File: config.mk
export PLATFORM = sky130hd
export DESIGN_NAME = pattern_gen
export DESIGN_NICKNAME = d
export VERILOG_FILES = /design/src/rtl/pattern_gen_pkg.sv /design/src/rtl/pattern_lfsr.sv /design/src/rtl/pattern_gen.sv
export SDC_FILE = /design/constraint.sdc
export NUM_CORES = 1
export LEC_CHECK = 0
export ABC_AREA = 1
export BUFFER_PORTS_ARGS = -buffer_cell sky130_fd_sc_hd__buf_2
export CORE_UTILIZATION = 60
export DETAILED_ROUTE_END_ITERATION = 6
export GPL_TIMING_DRIVEN = 1
export PLACE_DENSITY = 0.82
export SYNTH_ARGS = -nofsm -noshare
export SYNTH_HDL_FRONTEND = slang
export SYNTH_SLANG_ARGS = --single-unit
File: constraint.sdc
create_clock -name clk_in -period 2.35 [get_ports clk_in]
set_input_delay 0.235 -clock clk_in [delete_from_list [all_inputs] [get_ports clk_in]]
set_output_delay 0.235 -clock clk_in [all_outputs]
set_load 0.02 [all_outputs]
File: src/rtl/pattern_gen_pkg.sv
// Shared types and the LFSR tap table for the pattern_gen stimulus source.
package pattern_gen_pkg;

    typedef enum logic [1:0] {
        COUNT = 2'd0,
        WALK  = 2'd1,
        LFSR  = 2'd2,
        CONST = 2'd3
    } mode_e;

    typedef enum logic [1:0] {
        IDLE = 2'd0,
        RUN  = 2'd1,
        DONE = 2'd2
    } state_e;

    // Maximal-length Fibonacci tap masks; bit n-1 set for tap n.
    function automatic logic [31:0] lfsr_taps(input int unsigned width);
        logic [31:0] m;
        m = '0;
        case (width)
            2:  m = 32'h0000_0003;
            3:  m = 32'h0000_0006;
            4:  m = 32'h0000_000C;
            5:  m = 32'h0000_0014;
            6:  m = 32'h0000_0030;
            7:  m = 32'h0000_0060;
            8:  m = 32'h0000_00B8;
            9:  m = 32'h0000_0110;
            10: m = 32'h0000_0240;
            11: m = 32'h0000_0500;
            12: m = 32'h0000_0829;
            13: m = 32'h0000_100D;
            14: m = 32'h0000_2015;
            15: m = 32'h0000_6000;
            16: m = 32'h0000_D008;
            17: m = 32'h0001_2000;
            18: m = 32'h0002_0400;
            19: m = 32'h0004_0023;
            20: m = 32'h0009_0000;
            21: m = 32'h0014_0000;
            22: m = 32'h0030_0000;
            23: m = 32'h0042_0000;
            24: m = 32'h00E1_0000;
            25: m = 32'h0120_0000;
            26: m = 32'h0200_0023;
            27: m = 32'h0400_0013;
            28: m = 32'h0900_0000;
            29: m = 32'h1400_0000;
            30: m = 32'h2000_0029;
            31: m = 32'h4800_0000;
            32: m = 32'h8020_0003;
            default: m = '0;
        endcase
        return m;
    endfunction

endpackage

File: src/rtl/pattern_lfsr.sv
// WIDTH-bit Fibonacci LFSR with synchronous load (zero seed forced to 1) and step.
module pattern_lfsr
    import pattern_gen_pkg::*;
#(
    parameter int unsigned WIDTH = 10
) (
    input  logic             clk_in,
    input  logic             rst_n,
    input  logic             load,
    input  logic             step,
    input  logic [WIDTH-1:0] seed,
    output logic [WIDTH-1:0] lfsr_out
);

    localparam logic [WIDTH-1:0] TAPS = WIDTH'(lfsr_taps(WIDTH));

    logic [WIDTH-1:0] lfsr_q;
    logic [WIDTH-1:0] lfsr_d;

    always_comb begin
        lfsr_d = lfsr_q;
        if (load) begin
            lfsr_d = (seed == '0) ? WIDTH'(1) : seed;
        end else if (step) begin
            lfsr_d = {lfsr_q[WIDTH-2:0], ^(lfsr_q & TAPS)};
        end
    end

    always_ff @(posedge clk_in or negedge rst_n) begin
        if (!rst_n) begin
            lfsr_q <= '0;
        end else begin
            lfsr_q <= lfsr_d;
        end
    end

    assign lfsr_out = lfsr_q;

endmodule

File: src/rtl/pattern_gen.sv
// Burst pattern generator on a valid/ready stream with programmable word divider.
// Optional PATTERN_GEN_SIG_EN adds a rotate-XOR signature of accepted words on sig.
module pattern_gen
    import pattern_gen_pkg::*;
#(
    parameter int unsigned WIDTH = 10,
    parameter int unsigned LEN_W = 8,
    parameter int unsigned DIV_W = 8
) (
    input  logic             clk_in,
    input  logic             rst_n,
    input  logic             start,
    input  logic             stop,
    input  logic [1:0]       mode,
    input  logic [WIDTH-1:0] seed,
    input  logic [LEN_W-1:0] len,
    input  logic [DIV_W-1:0] div,
    input  logic             out_ready,
    output logic             out_valid,
    output logic [WIDTH-1:0] out_data,
    output logic             busy,
    output logic             done
`ifdef PATTERN_GEN_SIG_EN
    ,
    output logic [WIDTH-1:0] sig
`endif
);

    state_e           state_q, state_d;
    mode_e            mode_q, mode_d;
    logic [WIDTH-1:0] seed_q, seed_d;
    logic [LEN_W-1:0] len_q, len_d;
    logic [DIV_W-1:0] div_q, div_d;
    logic [DIV_W-1:0] cnt_q, cnt_d;
    logic [LEN_W-1:0] idx_q, idx_d;
    logic             tick_q, tick_d;
    logic [WIDTH-1:0] cur_q, cur_d;
    logic             out_valid_q, out_valid_d;
    logic [WIDTH-1:0] out_data_q, out_data_d;
    logic             last_q, last_d;
    logic             busy_q, busy_d;
    logic             done_q, done_d;
`ifdef PATTERN_GEN_SIG_EN
    logic [WIDTH-1:0] sig_q, sig_d;
`endif

    logic             stall, hs, tick, load_word, start_go;
    logic             lfsr_load, lfsr_step;
    logic [WIDTH-1:0] lfsr_word, word;

    pattern_lfsr #(.WIDTH(WIDTH)) u_lfsr (
        .clk_in   (clk_in),
        .rst_n    (rst_n),
        .load     (lfsr_load),
        .step     (lfsr_step),
        .seed     (seed),
        .lfsr_out (lfsr_word)
    );

    always_comb begin
        state_d     = state_q;
        mode_d      = mode_q;
        seed_d      = seed_q;
        len_d       = len_q;
        div_d       = div_q;
        cnt_d       = cnt_q;
        idx_d       = idx_q;
        tick_d      = tick_q;
        cur_d       = cur_q;
        out_valid_d = out_valid_q;
        out_data_d  = out_data_q;
        last_d      = last_q;
`ifdef PATTERN_GEN_SIG_EN
        sig_d       = sig_q;
`endif
        lfsr_load   = 1'b0;
        lfsr_step   = 1'b0;
        tick        = 1'b0;
        load_word   = 1'b0;
        stall       = out_valid_q && !out_ready;
        hs          = out_valid_q && out_ready;
        start_go    = start && !stop;
        word        = (mode_q == LFSR) ? lfsr_word : cur_q;

        case (state_q)
            IDLE: begin
                if (start_go) begin
                    mode_d    = mode_e'(mode);
                    seed_d    = seed;
                    len_d     = len;
                    div_d     = div;
                    cnt_d     = '0;
                    idx_d     = '0;
                    tick_d    = 1'b0;
                    last_d    = 1'b0;
                    cur_d     = (mode_e'(mode) == WALK) ? WIDTH'(1) : seed;
                    lfsr_load = 1'b1;
`ifdef PATTERN_GEN_SIG_EN
                    sig_d     = '0;
`endif
                    state_d   = (len != '0) ? RUN : DONE;
                end
            end
            RUN: begin
                // tick_q is the word staged for out_data; it survives a stall so no word is lost
                tick      = !stall && (cnt_q == div_q) && (idx_q != len_q);
                load_word = tick_q && !stall;
                if (!stall) begin
                    cnt_d = (cnt_q == div_q) ? '0 : cnt_q + 1'b1;
                end
                if (tick) begin
                    idx_d = idx_q + 1'b1;
                end
                tick_d = tick || (tick_q && stall);
                if (load_word) begin
                    out_valid_d = 1'b1;
                    out_data_d  = word;
                    last_d      = (idx_q == len_q);
                    lfsr_step   = (mode_q == LFSR);
                    case (mode_q)
                        COUNT:   cur_d = cur_q + 1'b1;
                        WALK:    cur_d = {cur_q[WIDTH-2:0], cur_q[WIDTH-1]};
                        default: cur_d = cur_q;
                    endcase
                end else if (hs) begin
                    out_valid_d = 1'b0;
                end
`ifdef PATTERN_GEN_SIG_EN
                if (hs) begin
                    sig_d = {sig_q[WIDTH-2:0], sig_q[WIDTH-1]} ^ out_data_q;
                end
`endif
                if (hs && last_q) begin
                    state_d = DONE;
                end
            end
            DONE:    state_d = IDLE;
            default: state_d = IDLE;
        endcase

        if (stop) begin
            state_d     = IDLE;
            out_valid_d = 1'b0;
            tick_d      = 1'b0;
        end

        busy_d = (state_d == RUN);
        done_d = (state_d == DONE);
    end

    always_ff @(posedge clk_in or negedge rst_n) begin
        if (!rst_n) begin
            state_q     <= IDLE;
            mode_q      <= COUNT;
            seed_q      <= '0;
            len_q       <= '0;
            div_q       <= '0;
            cnt_q       <= '0;
            idx_q       <= '0;
            tick_q      <= 1'b0;
            cur_q       <= '0;
            out_valid_q <= 1'b0;
            out_data_q  <= '0;
            last_q      <= 1'b0;
            busy_q      <= 1'b0;
            done_q      <= 1'b0;
`ifdef PATTERN_GEN_SIG_EN
            sig_q       <= '0;
`endif
        end else begin
            state_q     <= state_d;
            mode_q      <= mode_d;
            seed_q      <= seed_d;
            len_q       <= len_d;
            div_q       <= div_d;
            cnt_q       <= cnt_d;
            idx_q       <= idx_d;
            tick_q      <= tick_d;
            cur_q       <= cur_d;
            out_valid_q <= out_valid_d;
            out_data_q  <= out_data_d;
            last_q      <= last_d;
            busy_q      <= busy_d;
            done_q      <= done_d;
`ifdef PATTERN_GEN_SIG_EN
            sig_q       <= sig_d;
`endif
        end
    end

    assign out_valid = out_valid_q;
    assign out_data  = out_data_q;
    assign busy      = busy_q;
    assign done      = done_q;
`ifdef PATTERN_GEN_SIG_EN
    assign sig       = sig_q;
`endif

endmodule

# --- Word level (Yosys, flattened, before mapping) ---
# Index checks and enable logic that the tools add are counted.
word_totals:
  reg_bits: 71
  input_bits: 33
  output_inout_bits: 13
  wordCells: 95
classes:
  add_sub_neg: 3
  eq_ne: 15
  n_mux: 33
  reduce_logical: 30
ops:
  columns: ["operator", "n"]
  rows:
  - ["$mux W10", 7]
  - ["$pmux W10 S2", 2]
  - ["$mux W8", 4]
  - ["$pmux W8 S2", 2]
  - ["$add A8 B1 Y8 const B", 2]
  - ["$eq A8 B8 Y1", 2]
  - ["$mux W1", 11]
  - ["$add A10 B1 Y10 const B", 1]
  - ["$logic_not A10 Y1", 1]
  - ["$reduce_xor A10 Y1", 1]
  - ["$reduce_and A3 Y1", 3]
  - ["$eq A2 B1 Y1 const B", 4]
  - ["$logic_and A1 B1 Y1", 8]
  - ["$mux W2", 4]
  - ["$ne A2 B2 Y1 const B", 4]
  - ["$ne A8 B8 Y1", 1]
  - ["$reduce_and A2 Y1", 4]
  - ["$reduce_bool A8 Y1", 1]
  - ["$reduce_bool A2 Y1", 3]
  - ["$reduce_bool A3 Y1", 2]
  - ["$eq A2 B2 Y1 const B", 2]
  - ["$logic_not A2 Y1", 2]
  - ["$pmux W1 S2", 2]
  - ["$pmux W2 S2", 1]
  - ["5 further kinds", 7]

# --- Logic depth before layout (Yosys ltp) ---
# Gate-level depths: netlist (run 1).
logic_depth:
  word_depth: 8
  mapped_depth: 10
  mapped_depth_nobuf: 10

# --- Modules after synthesis ---
# From an unflattened synthesis (run 1), not the netlist that was laid out.
unflattened:
  hier_cells: 538
  area_unflattened_um2: 4040.1
modules_own_cells:
  columns: ["mod", "n_inst", "cells_per_inst", "area_per_inst_um2", "seq_area_each_um2"]
  rows:
  - ["pattern_gen", 1, 470, 3442.1, 1526.5]
  - ["pattern_lfsr", 1, 68, 598.1, 250.2]

# --- Worst setup path before layout (run 1) ---
# No wires, ideal clock.
synth_timing:
  path_kind: "register to register"
  start: "register out_valid_q, in the netlist out_valid"
  end: "register cur_q[3]"
  setup_ps: 131
  arrival_time_ps: 1318
  required_time_ps: 2219
  setup_slack_ps: 901
  stages_incl_launch_ff: 9
  n_path_buf: 1
  period_less_slack_ps: 1449
  path_cell_list: "dfrtp_1 nand2_1 nand2_1 nor2_4 a21oi_4 inv_2 buf_6 nor2_1 a31oi_2"
synth_via:
  elab_chain_cells: 5
synth_rtl:
  columns: ["element", "line", "source"]
  rows:
  - ["start: declaration", "pattern_gen.sv:38", "logic out_valid_q, out_valid_d;"]
  - ["start signal: assignment", "pattern_gen.sv:180", "out_valid_q <= out_valid_d;"]
  - ["$logic_and A1 B1 Y1", "pattern_gen.sv:80", "stall = out_valid_q && !out_ready;"]
  - ["$logic_not A1 Y1", null, null]
  - ["$logic_and A1 B1 Y1", "pattern_gen.sv:107", "load_word = tick_q && !stall;"]
  - ["$ne A2 B2 Y1 (no line)", null, null]
  - ["$reduce_and A4 Y1 (no line)", null, null]
  - ["end signal: assignment", "pattern_gen.sv:179", "cur_q <= cur_d;"]
  - ["end: declaration", "pattern_gen.sv:37", "logic [WIDTH-1:0] cur_q, cur_d;"]
# Every way passes these cells.
# A chain may end at the register's enable or synchronous reset.

# --- Worst setup path after layout (run 1) ---
layout_timing:
  start: "register state_q[1]"
  end: "register out_data_q[4], in the netlist out_data[4]"
layout_via:
  elab_chain_cells: 2
layout_rtl:
  columns: ["element", "line", "source"]
  rows:
  - ["start: declaration", "pattern_gen.sv:29", "state_e state_q, state_d;"]
  - ["start signal: assignment", "pattern_gen.sv:171", "state_q <= state_d;"]
  - ["$eq A2 B1 Y1", "pattern_gen.sv:85", "case (state_q)"]
  - ["$reduce_and A2 Y1 (no line)", null, null]
  - ["end signal: assignment", "pattern_gen.sv:181", "out_data_q <= out_data_d;"]
  - ["end: declaration", "pattern_gen.sv:39", "logic [WIDTH-1:0] out_data_q, out_data_d;"]
# Every way passes these cells.

==> qor.csv, run 1 <==
metric,value,unit
top post-synthesis cells by area,"dfrtp_1 (45%), nand2_1 (14%), inv_1 (6.0%)",
Place WS,460,ps
largest net degree at the start of global routing,49,
CTS Root Buffer Type,clkbuf_8,
Final GP Congestion,0.906,
unrepaired setup endpoints after global routing,no,
Peak VDD IR,393,uV
CTS max path bufs,2,
row count,29,
# setup viols final,0,
"Data required, critical path",2580,ps
worst path arrival time,2140,ps
htree depth,3,
synthesized-area fraction occupied by adder cells,0.946,%
Synth Area in Compound Gates,14.7,%
hpwl dp,6.77,mm
initial antenna violation count,0,
Num CTS Buffers,9,
CP Class,flop to flop,
synthesized instance count,524,
CTS tree,done,
kind of start point of the critical path,flop,
Rel. slew slack,61.4,%
# DRC,0,
"Seq/Total Area, Yosys",44.8,%
Syn Nets,560,
Clock Skews,6.51,ps
Synth cell types,39,
CTS sink cnt,71,
Final Slew Violations,0,
GRT Overall Usage,29.0,%
"CTS clk-pin slew, worst paths",80,ps
final cell count without fillers,655,
drt wl/cell,14.1,um
Die Height,83.3,um
power density cells,671,nW/um^2
post-layout worst setup margin,435,ps
first-pass GRT wire length,16.0,mm
routed vias,3632,
Least-Margin Pin Slew,578,ps
WL final,9.23,mm
vias in the first global route,3580,
setup bufs post-CTS,0,
Worst Hold Class,input port to flop,
Synth area leader,dfrtp_1,
Core ar.,6350,um^2
XOR/XNOR share of the synthesized area,2.21,%
DRT iter0 DRCs,266,
max-capacitance violation count,0,
Critical Path Fanout Max,16,
Synth top area share,44.8,%
io pins,46,
fin crit period,1910,ps
Post-layout nets,609,
post-synthesis simple-gate area fraction,28.9,%
mux share of post-synthesis cell area,0,%
remaining antenna violation count after routing,0,
dpl cells,638,
hold buffer count at CTS,1,
first drt pass iteration count,5,
ANT cells,0,
synth warn,0,
Avg Synthesized Cell Area,7.57,um^2
final hold slack,93.7,ps
CP Capture Type,flop,
P_leak,2.21,nW
largest family of logic cells by synthesized area,simple AND/OR/NAND/NOR gates,
PortBufs,45,
area delta synth->final,11.9,%
clock latency on the worst-skew pair,350,ps
DR vias/cell,5.55,
share of layout cells above drive strength 1,15.2,%
Post-CTS Resized,0,
Die Area,6940,um^2
setup tns final,0,ps
residual overflow from global routing,0,
Post-Route Utilization,69.9,%
final hold vios,0,
status,completed,
Seq cells post-synth,71,
fmax,0.522,GHz
crit share post-route,81.5,%
starting density of the core,62.5,%
die width,83.3,um
Synth Cell Area,3970,um^2
cell usage in the layout (no fill, tap or decap), types with 3 or more instances in the layout:
cell type  count
nand2_1      147
dfrtp_1       71
inv_1         63
nor2_1        56
buf_2         45
o21ai_0       36
nand3_1       25
a21oi_1       24
o21ai_1       11
o22ai_1       11
clkbuf_8      11
nor3_1         8
nand4_1        7
a31oi_1        6
xor2_1         5
xnor2_1        5
inv_2          4
nor2_4         3
o21bai_1       3
ha_1           3
buf_4          3
final cells by class:
| type | count | area, um^2 |
|---|---|---|
| clock buffers | 13 | 159 |
| multi-input cells | 373 | 1850 |
| clock inverters | 3 | 17.5 |
| repair buffers | 50 | 278 |
| flip-flops and latches | 71 | 1780 |
| fillers | 536 | 1910 |
| well taps | 77 | 96.3 |
| inverters | 68 | 258 |
metrics by stage:
step | power, mW | area (um^2)
2_1_floorplan | 1.90 | 3970
3_3_place_gp | 2.07 | 4250
3_5_place_dp | 2.09 | 4250
4_1_cts | 2.98 | 4440
5_1_grt | 3.13 | 4440
6_report | 2.98 | 4440
Yosys cell counts, drive strengths merged:
master,n
nor2,62
a31oi,7
o22ai,11
o21ai,47
clkbuf,2
inv,68
nand3,26
a22oi,1
o21bai,3
nor3b,2
or2,3
o311ai,1
nand2,152
xor2,5
nor3,8
nand4,7
o211ai,2
xnor2,5
buf,10
dfrtp,71
ha,3
a21oi,28
where the power goes:
part | leakage (nW) | total, mW | internal (mW) | switching (mW)
Sequential | 0.919 | 1.49 | 1.36 | 0.130
Combinational | 1.20 | 0.588 | 0.216 | 0.372
Clock | 0.0894 | 0.903 | 0.439 | 0.464
routing by layer:
layer | share of wire, % | global-route usage [%] | wire length [um]
met1 | 44 | 37.0 | 4040
met2 | 48 | 47.1 | 4460
met3 | 4.7 | 4.47 | 434
met4 | 3.1 | 16.3 | 288
met5 | 0 | 0 | 0
critical path, stage by stage (launching register included):
cell,delay (ps)
dfrtp_1,390
inv_1,70
nand2_2,220
nor2_4,450
inv_1,160
nor2_2,210
inv_1,120
o22ai_1,130
a21oi_1,60
cell families (layout without fill, tap and decap cells):
| group | after synthesis | in the layout |
|---|---|---|
| AOI/OAI and AO/OA | 100 | 100 |
| xor gates and xnor gates | 10 | 10 |
| adders and majority gates | 3 | 3 |
| buffers and inverters | 80 | 134 |
| and+or+nand+nor | 260 | 260 |
| DFF | 71 | 71 |
registers in the layout, summed over array words and instances (netlist names), 2 cells and up:
name             count
cnt_q                8
cur_q               10
div_q                8
idx_q                8
len_q                8
mode_q               2
out_data            10
state_q              2
u_lfsr.lfsr_out     10
path summary, 6_finish.rpt:
check	startpoint	to	slack [ps]	cells past startpoint
max reg2reg	state_q[1]	out_data[4]	440	8
max in group asynchronous	rst_n	done	1260	3
min in group asynchronous	rst_n	div_q[0]	410	2
min	div[3]	div_q[3]	90	3
min reg2reg	len_q[5]	len_q[5]	520	2
max	state_q[1]	out_data[4]	440	8
No activity file was read; power rests on OpenSTA's default activity.
==> run 2: changes to the inputs <==
ABC_AREA = 0   (was 1)
CORE_UTILIZATION = 58   (was 60)
PLACE_DENSITY = 0.8   (was 0.82)
clock period = 1.95 ns   (was 2.35 ns; I/O delays follow)
==> qor.csv, run 2 <==
metric,value,unit,change
Worst Setup SP,idx_q[7],,
top post-synthesis cells by area,"dfrtp_1 (47%), nand2_1 (10%), mux2i_1 (5.3%)",,
Synth cell types,54,,+38%
GRT Overall Usage,26.4,%,-2.5 points
"EDFF count, synth",0,,unchanged
# setup viols final,0,,unchanged
Synth top area share,46.7,%,+1.9 points
vias in the first global route,3039,,-15%
routed vias,3171,,-13%
Rel. slew slack,60.7,%,-0.69 points
first-pass GRT wire length,14.3,mm,-10%
CP Class,flop to flop,,
Int Pwr,2.81,mW,+40%
final hold slack,32.4,ps,-61.3 ps
Core ar.,6350,um^2,unchanged
Worst Hold Launch,div[4],,
starting density of the core,59.9,%,-2.5 points
CP Capture Type,flop,,
Final Slew Violations,0,,unchanged
most frequent cells in the layout,"nand2_1 (105), dfrtp_1 (71), buf_2 (45)",,
setup tns final,0,ps,unchanged
Clock Power Share,32.2,%,+1.9 points
P_leak,2.19,nW,-0.90%
Comb power frac,22.3,%,+2.5 points
synthesized instance count,419,,-20%
# DRC,0,,unchanged
die width,83.0,um,-0.37%
Num CTS Buffers,9,,unchanged
drt wl/cell,15.1,um,+7.5%
PortBufs,45,,unchanged
flop2flop setup slack,90,ps,-350 ps
htree depth,3,,unchanged
FF-to-FF Start,idx_q[7],,
synth cell count leaders,"nand2_1 (105), dfrtp_1 (71), o21ai_0 (33), a21oi_1 (24), nor2_1 (22)",,
Final GP Congestion,0.837,,-7.7%
power density cells,957,nW/um^2,+43%
share of layout cells above drive strength 1,20.1,%,+4.9 points
synth warn,0,,unchanged
Die Area,6890,um^2,-0.74%
footprint of the multi-input gates,1930,um^2,+3.9%
ANT cells,0,,unchanged
Sw Ratio,32.9,%,+0.43 points
"commonest non-fill, non-tap cell in the layout",nand2_1,,
hpwl dp,5.94,mm,-12%
worst path arrival time,2090,ps,-50 ps
Critical Path Fanout Max,7,,-9
io pins,46,,unchanged
row count,29,,unchanged
crit share post-route,95.5,%,+14 points
Die Height,83.0,um,-0.37%
area delta synth->final,15.2,%,
max-capacitance violation count,0,,unchanged
unrepaired setup endpoints after global routing,no,,
first drt pass iteration count,4,,-1
Synth Cell Area,3800,um^2,-4.1%
status,completed,,
Register Area,1780,um^2,unchanged
kind of start point of the critical path,flop,,
Synth area leader,dfrtp_1,,
CTS tree,done,,
fin crit period,1860,ps,-51.9 ps
Clock Skews,13.3,ps,+6.77 ps
residual overflow from global routing,0,,unchanged
Post-layout nets,504,,-17%
Least-Margin Pin Slew,589,ps,+10.4 ps
Syn Nets,455,,-19%
FILL cells,495,,-7.6%
"CTS clk-pin slew, worst paths",80,ps,about the same
Worst Hold Class,input port to flop,,
largest net degree at the start of global routing,72,,+47%
Sw Pwr,1.38,mW,+43%
DRT iter0 DRCs,219,,-18%
most frequent cell after synthesis,nand2_1,,
Avg Synthesized Cell Area,9.08,um^2,+20%
CTS sink cnt,71,,unchanged
fmax,0.537,GHz,+2.8%
"Data required, critical path",2180,ps,-400 ps
"Seq/Total Area, Yosys",46.7,%,+1.9 points
ys async rst share,100,%,unchanged
DR vias/cell,5.77,,+4.0%
CTS max path bufs,2,,unchanged
CTS Root Buffer Type,clkbuf_8,,
Post-synth top flop,dfrtp_1,,
remaining antenna violation count after routing,0,,unchanged
Seq cells post-synth,71,,unchanged
clock latency on the worst-skew pair,350,ps,about the same
Sequential Power Share,45.5,%,-4.4 points
initial antenna violation count,0,,unchanged
Peak VDD IR,549,uV,+40%
final hold vios,0,,unchanged
WL final,8.33,mm,-9.7%
## run 2: cell types whose count changed in the layout (fill, tap and decap cells not counted), moves of 9 or more
| cell | delta |
|---|---|
| buf_4 | +9 |
| inv_1 | -60 |
| mux2i_1 | +20 |
| nand2_1 | -42 |
| nor2_1 | -34 |
| o21ai_1 | -11 |
| o22ai_1 | -11 |
| xor2_1 | +12 |
## run 2: timing repair
action,in CTS,in global routing
hold endpoints to repair,71,0
hold buffers,1,0
buffers inserted,0,0
gates resized for setup,1,0
setup endpoints to repair,1,0
## run 2: worst max-delay path, stage by stage (launching register included)
cell and delay (ps):
dfrtp_1 430, xor2_1 160, nor4_2 430, a21oi_2 180, and2_4 220, a221o_1 320
## run 2: cell type report
class | instances | area share (%)
Multi-Input combinational cell | 324 | 44.0
Clock inverter | 7 | 2.34
Timing Repair Buffer | 59 | 7.88
Sequential cell | 71 | 40.5
Inverter | 3 | 0.257
Tap cell | 77 | 2.20
Clock buffer | 9 | 2.83
## run 2: metrics by stage
step,setup slack (ps),power (mW),util [%],std cells,cell area (um^2)
floorplan,219,2.56,-,419,3800
global placement,88.4,2.83,65.3,533,4140
detailed placement,5.55,2.87,65.3,533,4140
CTS,89.6,4.21,69.0,550,4380
global route,2.48,4.44,69.0,550,4380
finish,87.1,4.19,69.0,550,4380
## run 2: cells by family (layout without fill, tap and decap cells)
family,count (synthesis),after routing,share of synthesized area (%)
XOR/XNOR,19,19,4.37
AO/OA/AOI/OAI,93,93,15.4
AND/OR/NAND/NOR,187,187,23.9
adder cells (fa/ha/maj),3,3,0.987
buffers and inverters,24,78,2.73
multiplexers,22,22,5.85
flip-flops,71,71,46.7
## run 2: routing by layer
layer	wire length (um)	up-vias	global-route usage, %
li1	-	1563	-
met1	3630	1501	34.7
met2	4180	91	42.9
met3	351	16	4.87
met4	175	0	11.8
met5	0	-	0
## run 2: power groups by stage
stage | combinational, mW | clock [mW] | sequential [mW]
after global placement | 0.907 | 0 | 1.93
after detailed placement | 0.936 | 0 | 1.94
after CTS | 0.943 | 1.36 | 1.91
after global routing | 1.06 | 1.43 | 1.95
after floorplan | 0.666 | 0 | 1.90
final | 0.934 | 1.35 | 1.91
## run 2: final timing paths
path | to | cells after the start
worst min-delay path | div_q[4] | 3
worst max register to register | idx_q[5] | 5
worst max-delay path | idx_q[5] | 5
min in group asynchronous | out_data[7] | 3
worst min register to register | out_data[4] | 2
max in group asynchronous | len_q[0] | 3
